## config.mk

```make
export PLATFORM = sky130hd
export DESIGN_NAME = vend_change_dispenser
export DESIGN_NICKNAME = d
export VERILOG_FILES = /design/src/rtl/vend_pkg.sv /design/src/rtl/vend_coin_pick.sv /design/src/rtl/vend_change_dispenser.sv
export SDC_FILE = /design/constraint.sdc
export NUM_CORES = 1
export LEC_CHECK = 0
export ABC_CLOCK_PERIOD_IN_PS = 3300
export CAP_MARGIN = 20
export CORE_ASPECT_RATIO = 2
export CORE_MARGIN = 1
export CORE_UTILIZATION = 40
export CTS_BUF_LIST = sky130_fd_sc_hd__clkbuf_16
export DETAILED_ROUTE_END_ITERATION = 8
export PLACE_DENSITY_LB_ADDON = 0.3
export SLEW_MARGIN = 20
export SYNTH_ARGS = -nofsm -noshare
export SYNTH_HDL_FRONTEND = slang
export SYNTH_SLANG_ARGS = --single-unit
```

## constraint.sdc

```tcl
create_clock -name clk -period 3.3 [get_ports clk]
set_input_delay 0.495 -clock clk [delete_from_list [all_inputs] [get_ports clk]]
set_output_delay 0.495 -clock clk [all_outputs]
set_load 0.02 [all_outputs]
```

## src/rtl/vend_pkg.sv

```systemverilog
// Shared types and constants for the vending change dispenser.
package vend_pkg;

  localparam int unsigned NumDenom = 4;

  // Coin values, index 0 is the largest denomination.
  localparam int unsigned DENOM [NumDenom] = '{50, 10, 5, 1};

  typedef logic [7:0] money_t;
  typedef logic [1:0] prod_t;

  typedef enum logic [2:0] {
    StIdle,
    StDrop,
    StSelect,
    StIssue,
    StDone,
    StFault
  } state_t;

endpackage

```

## src/rtl/vend_coin_pick.sv

```systemverilog
// Combinational greedy coin selector: lowest index (largest value) that fits and is stocked.
module vend_coin_pick
  import vend_pkg::*;
#(
  parameter int unsigned D0 = DENOM[0],
  parameter int unsigned D1 = DENOM[1],
  parameter int unsigned D2 = DENOM[2],
  parameter int unsigned D3 = DENOM[3]
) (
  input  money_t            i_rem,
  input  logic [NumDenom-1:0] i_inv_nz,
  output logic [1:0]        o_k,
  output logic              o_found
);

  localparam money_t DV [NumDenom] = '{money_t'(D0), money_t'(D1), money_t'(D2), money_t'(D3)};

  // Scan from smallest to largest so the lowest qualifying index wins.
  always_comb begin
    o_k     = '0;
    o_found = 1'b0;
    for (int i = NumDenom - 1; i >= 0; i--) begin
      if (i_inv_nz[i] && (DV[i] <= i_rem)) begin
        o_k     = 2'(i);
        o_found = 1'b1;
      end
    end
  end

endmodule

```

## src/rtl/vend_change_dispenser.sv

```systemverilog
// Drops the product, then pays change one coin at a time from a tracked coin inventory.
module vend_change_dispenser
  import vend_pkg::*;
#(
  parameter int unsigned D0    = DENOM[0],
  parameter int unsigned D1    = DENOM[1],
  parameter int unsigned D2    = DENOM[2],
  parameter int unsigned D3    = DENOM[3],
  parameter int unsigned INV_W = 8
) (
  input  logic             clk,
  input  logic             rst,
  input  logic             in_valid,
  output logic             in_ready,
  input  money_t           chg_in,
  input  prod_t            prod_in,
  input  logic             inv_ld,
  input  logic [1:0]       inv_sel,
  input  logic [INV_W-1:0] inv_val,
  output logic             coin_valid,
  output logic [1:0]       coin_type,
  input  logic             coin_ack,
  output prod_t            prod_drop,
  output logic             done,
  output logic             fault,
  output money_t           short_amt,
  input  logic             fault_clr
);

  localparam money_t DV [NumDenom] = '{money_t'(D0), money_t'(D1), money_t'(D2), money_t'(D3)};

  state_t           r_state, w_state_d;
  money_t           r_rem, w_rem_d;
  prod_t            r_prod, w_prod_d;
  logic [INV_W-1:0] r_inv [NumDenom];
  logic [1:0]       r_coin_type, w_coin_type_d;
  logic             r_coin_valid, r_done, r_fault, r_in_ready;
  prod_t            r_prod_drop;
  money_t           r_short_amt;

  logic [NumDenom-1:0] w_inv_nz;
  logic [1:0]          w_k;
  logic                w_found;
  logic                w_inv_dec;
  logic                w_inv_load;

  // Flag stocked denominations for the selector.
  always_comb begin
    w_inv_nz = '0;
    for (int i = 0; i < NumDenom; i++) begin
      w_inv_nz[i] = (r_inv[i] != '0);
    end
  end

  vend_coin_pick #(
    .D0 (D0),
    .D1 (D1),
    .D2 (D2),
    .D3 (D3)
  ) u_pick (
    .i_rem    (r_rem),
    .i_inv_nz (w_inv_nz),
    .o_k      (w_k),
    .o_found  (w_found)
  );

  assign w_inv_dec  = (r_state == StIssue) && coin_ack;
  assign w_inv_load = (r_state == StIdle) && inv_ld;

  // Next-state, remainder and coin-type selection.
  always_comb begin
    w_state_d     = r_state;
    w_rem_d       = r_rem;
    w_prod_d      = r_prod;
    w_coin_type_d = r_coin_type;
    unique case (r_state)
      StIdle: begin
        if (in_valid) begin
          w_rem_d   = chg_in;
          w_prod_d  = prod_in;
          w_state_d = (prod_in != '0) ? StDrop : StSelect;
        end
      end
      StDrop: w_state_d = StSelect;
      StSelect: begin
        if (r_rem == '0) begin
          w_state_d = StDone;
        end else if (w_found) begin
          w_coin_type_d = w_k;
          w_state_d     = StIssue;
        end else begin
          w_state_d = StFault;
        end
      end
      StIssue: begin
        if (coin_ack) begin
          w_rem_d   = r_rem - DV[r_coin_type];
          w_state_d = StSelect;
        end
      end
      StDone: w_state_d = StIdle;
      StFault: begin
        if (fault_clr) begin
          w_rem_d   = '0;
          w_state_d = StIdle;
        end
      end
      default: w_state_d = StIdle;
    endcase
  end

  // State, datapath and registered outputs decoded from the next state.
  always_ff @(posedge clk or negedge rst) begin
    if (!rst) begin
      r_state      <= StIdle;
      r_rem        <= '0;
      r_prod       <= '0;
      r_coin_type  <= '0;
      r_coin_valid <= 1'b0;
      r_prod_drop  <= '0;
      r_done       <= 1'b0;
      r_fault      <= 1'b0;
      r_short_amt  <= '0;
      r_in_ready   <= 1'b1;
      for (int i = 0; i < NumDenom; i++) begin
        r_inv[i] <= '0;
      end
    end else begin
      r_state      <= w_state_d;
      r_rem        <= w_rem_d;
      r_prod       <= w_prod_d;
      r_coin_type  <= w_coin_type_d;
      r_coin_valid <= (w_state_d == StIssue);
      r_prod_drop  <= (w_state_d == StDrop) ? w_prod_d : '0;
      r_done       <= (w_state_d == StDone);
      r_fault      <= (w_state_d == StFault);
      r_short_amt  <= (w_state_d == StFault) ? w_rem_d : '0;
      r_in_ready   <= (w_state_d == StIdle);
      if (w_inv_dec) begin
        r_inv[r_coin_type] <= r_inv[r_coin_type] - INV_W'(1);
      end else if (w_inv_load) begin
        r_inv[inv_sel] <= inv_val;
      end
    end
  end

  assign in_ready   = r_in_ready;
  assign coin_valid = r_coin_valid;
  assign coin_type  = r_coin_type;
  assign prod_drop  = r_prod_drop;
  assign done       = r_done;
  assign fault      = r_fault;
  assign short_amt  = r_short_amt;

endmodule

```

==> results of run 1 <==
-- worst max-delay path: stages, from the launching register on --
cell	delay, ns
dfrtp_1	0.80
mux4_2	0.64
or4_4	0.58
or3_4	0.42
o311ai_2	0.26
-- Yosys cell counts, types with 2 or more instances --
cell type / count / area share
a211o_1: 2 / 0.0055
a211oi_1: 3 / 0.0071
a21oi_1: 8 / 0.013
a221o_1: 15 / 0.047
a22oi_1: 17 / 0.040
a31oi_1: 4 / 0.0079
and3_1: 2 / 0.0039
clkbuf_1: 8 / 0.0094
dfrtp_1: 58 / 0.46
ha_1: 7 / 0.027
inv_1: 8 / 0.0094
mux2_2: 2 / 0.0071
mux4_2: 7 / 0.049
nand2_1: 15 / 0.018
nand2b_1: 2 / 0.0039
nand3_1: 8 / 0.013
nand3b_1: 2 / 0.0047
nor2_1: 36 / 0.042
nor2b_1: 13 / 0.026
nor3_1: 3 / 0.0047
nor3_2: 3 / 0.0094
nor3b_2: 2 / 0.0079
nor4_1: 3 / 0.0059
o211ai_1: 2 / 0.0047
o21a_1: 4 / 0.0094
o21ai_0: 8 / 0.013
o21ai_1: 21 / 0.033
o22ai_1: 3 / 0.0059
o311ai_1: 2 / 0.0055
o311ai_2: 2 / 0.010
o31a_1: 2 / 0.0055
or2_1: 2 / 0.0039
or3_1: 4 / 0.0079
or4_1: 7 / 0.016
xnor2_1: 4 / 0.011
xor2_1: 2 / 0.0055
-- sequential cells by signal, summed over array words and instances (netlist names) --
name	count
coin_valid	1
in_ready	1
prod_drop	2
r_inv	32
fault	1
done	1
r_rem	8
short_amt	8
coin_type	2
r_state	3
-- final timing paths --
path                       cells after the start  slack [ns]                startpoint                    end
max in group asynchronous                      2        2.27                       rst  r_inv[13]$_DFFE_PN0P_
min                                            1        0.33                       rst   coin_valid$_DFF_PN0_
max reg2reg                                    4        0.49  coin_type[1]$_DFFE_PN0P_  r_inv[15]$_DFFE_PN0P_
min in group clk                               1        0.52      r_inv[7]$_DFFE_PN0P_   r_inv[7]$_DFFE_PN0P_
min reg2reg                                    1        0.52      r_inv[7]$_DFFE_PN0P_   r_inv[7]$_DFFE_PN0P_
max                                            4        0.49  coin_type[1]$_DFFE_PN0P_  r_inv[15]$_DFFE_PN0P_
-- layer usage --
metal  track usage  vias to the layer above  share of wire
met1        0.2377                     1381           0.33
met4        0.2084                        0          0.052
met3       0.04359                       29          0.043
li1              -                     1276              -
met5             0                        -              0
met2        0.4565                      104           0.57
-- through the flow --
| stage | utilization | instances | total power, uW | area (sq um) |
|---|---|---|---|---|
| 2_1_floorplan | - | 306 | 2759 | 3186 |
| 3_3_place_gp | 0.4858 | 439 | 3317 | 3720 |
| 3_5_place_dp | 0.4858 | 439 | 3365 | 3720 |
| 4_1_cts | 0.5230 | 455 | 4272 | 4005 |
| 5_1_grt | 0.5230 | 455 | 4555 | 4005 |
| 6_report | 0.5230 | 455 | 4279 | 4005 |
-- cell type report --
cell class,count,area share
Sequential cell,59,0.3689
Timing Repair Buffer,48,0.1143
Clock inverter,7,0.01500
Multi-Input combinational cell,229,0.4077
Clock buffer,9,0.05623
Inverter,9,0.008435
Tap cell,94,0.02937
-- logic make-up (layout without fill, tap and decap cells) --
logic type,Yosys count,in the layout,synth area share
flops,59,59,0.4639
mux,9,9,0.05656
fa+ha+maj,8,8,0.03378
xor+xnor,6,6,0.01650
compound gates,97,97,0.2196
buf+inv,18,73,0.02357
simple gates,109,109,0.1862
-- power by group through the flow --
| stage | logic (uW) | clock network, uW | registers (uW) |
|---|---|---|---|
| floorplan | 1560 | 0 | 1200 |
| global placement | 1950 | 0 | 1360 |
| detailed placement | 1990 | 0 | 1370 |
| CTS | 2010 | 904 | 1360 |
| global route | 2210 | 935 | 1410 |
| finish | 2010 | 892 | 1380 |
==> qor.csv, run 1 <==
stage;metric;value;unit
pwr;p_sw;1803;uW
floorplan;coreArea;7657;sq um
logic_synthesis;synth_area;3186;sq um
global_routing;grt_pass1_wl;15150;um
cts;htreeDepth;3;
logic_synthesis;synth_nets;340;
sta;worst_slew_pin_slew;1.003;ns
logic_synthesis;syn_inst;306;
routing;via_count;2790;
placed_design;io_buffers;41;
layout;seq_area;1478;sq um
logic_synthesis;synth_flop_cell;dfrtp_1;
cts;cts_tree;done;
routing;wl;9487;um
pwr;p_clk_frac;0.209;
worst_setup_path;crit_fanout;16;
pwr;combPwrFrac;0.470;
layout;final_common_cell;dfrtp_1;
layout;antenna_cells;0;
layout;final_cell_mix;dfrtp_1, clkdlybuf4s50_1, nor2_1;
pwr;vdd_drop_max;397.3;uV
floorplan;die_h;128.2;um
worst_setup_path;setup.worst_path.class;reg -> reg;
floorplan;dieArea;8346;sq um
logic_synthesis;ys_warn_count;0;
layout;layout-drive-gt1-share;0.1191;
pwr;p_sw_frac;0.4214;
sta;max_freq;0.3563;GHz
global_routing;grt_pass1_vias;2948;
cts;cts_buffers;9;
floorplan;ios;42;
pwr;power_density;1068;nW/um^2
routing;first_pass_iters;4;
sta;slew_headroom;0.3279;
layout;nets;390;
sta;fin_crit;2.807;ns
layout;nFillCells;725;
sta;whs;0.3275;ns
cts;clock_sinks;59;
logic_synthesis;synth-edff-count;0;
placed_design;gp_congestion;0.8971;
pwr;intPower;2476;uW
sta;skew;0.004998;ns
cts;ctsHoldBuffers;0;
worst_setup_path;cp_data_arrival_time;3.04;ns
routing;drc;0;
logic_synthesis;synthDistinctLibCells;51;
cts;clk_latency;0.34;ns
outcome;status;completed;
routing;ant_nets;0;
worst_setup_path;critPathLaunchType;register;
sta;setup_viol_count_final;0;
sta;rsz0062_at_grt;false;
placed_design;post-dp-hpwl;7200;um
logic_synthesis;ys_ff_latch;59;
cts;clockRootBuffer;clkbuf_16;
pwr;p_leak;0.001654;uW
routing;via_per_inst;6.132;
global_routing;grt.overflow.total;0;
cts;cts.clk_slew.worst_paths;0.05;ns
sta;layout_setup_ws;0.4932;ns
floorplan;placementRows;45;
pwr;seqPwrFrac;0.322;
global_routing;antenna_found_initial;0;
sta;fin_crit_sh;0.8505;
layout;syn2layout_area_growth;25.73;%
run;maxCapViolCount;0;
worst_hold_path;holdCritPathClass;in -> async;
worst_setup_path;cp.required;3.54;ns
sta;setup_tns;0;ns
cts;post_cts_buffers;0;
sta;slew_viol_final;0;
floorplan;die_x;65.10;um
layout;multi_input_area;1633;sq um
logic_synthesis;seq_area_frac_synth;0.4639;
sta;finalHoldViolCount;0;
routing;drt_iter0_drc;256;
logic_synthesis;async_flop_share;1.000;
floorplan;initial_core_util;0.4160;
logic_synthesis;postSynthAreaPerCell;10.41;sq um
placed_design;pre_cts_ws;0.4742;ns
worst_setup_path;crit_path_end_kind;register;
global_routing;track_usage;0.2524;
global_routing;grt_max_degree;46;
routing;post_drt_wl_per_cell;20.85;um
cts;cts_resized;0;
cts;cts.path.max_buffers;2;
Power figures use the tool's default switching activity.
==> run 2: changes to the inputs <==
Settings changed: CAP_MARGIN 20 to not set.
==> results of run 2 <==
The final DEF is identical to that of run 1; final timing and power are the same.
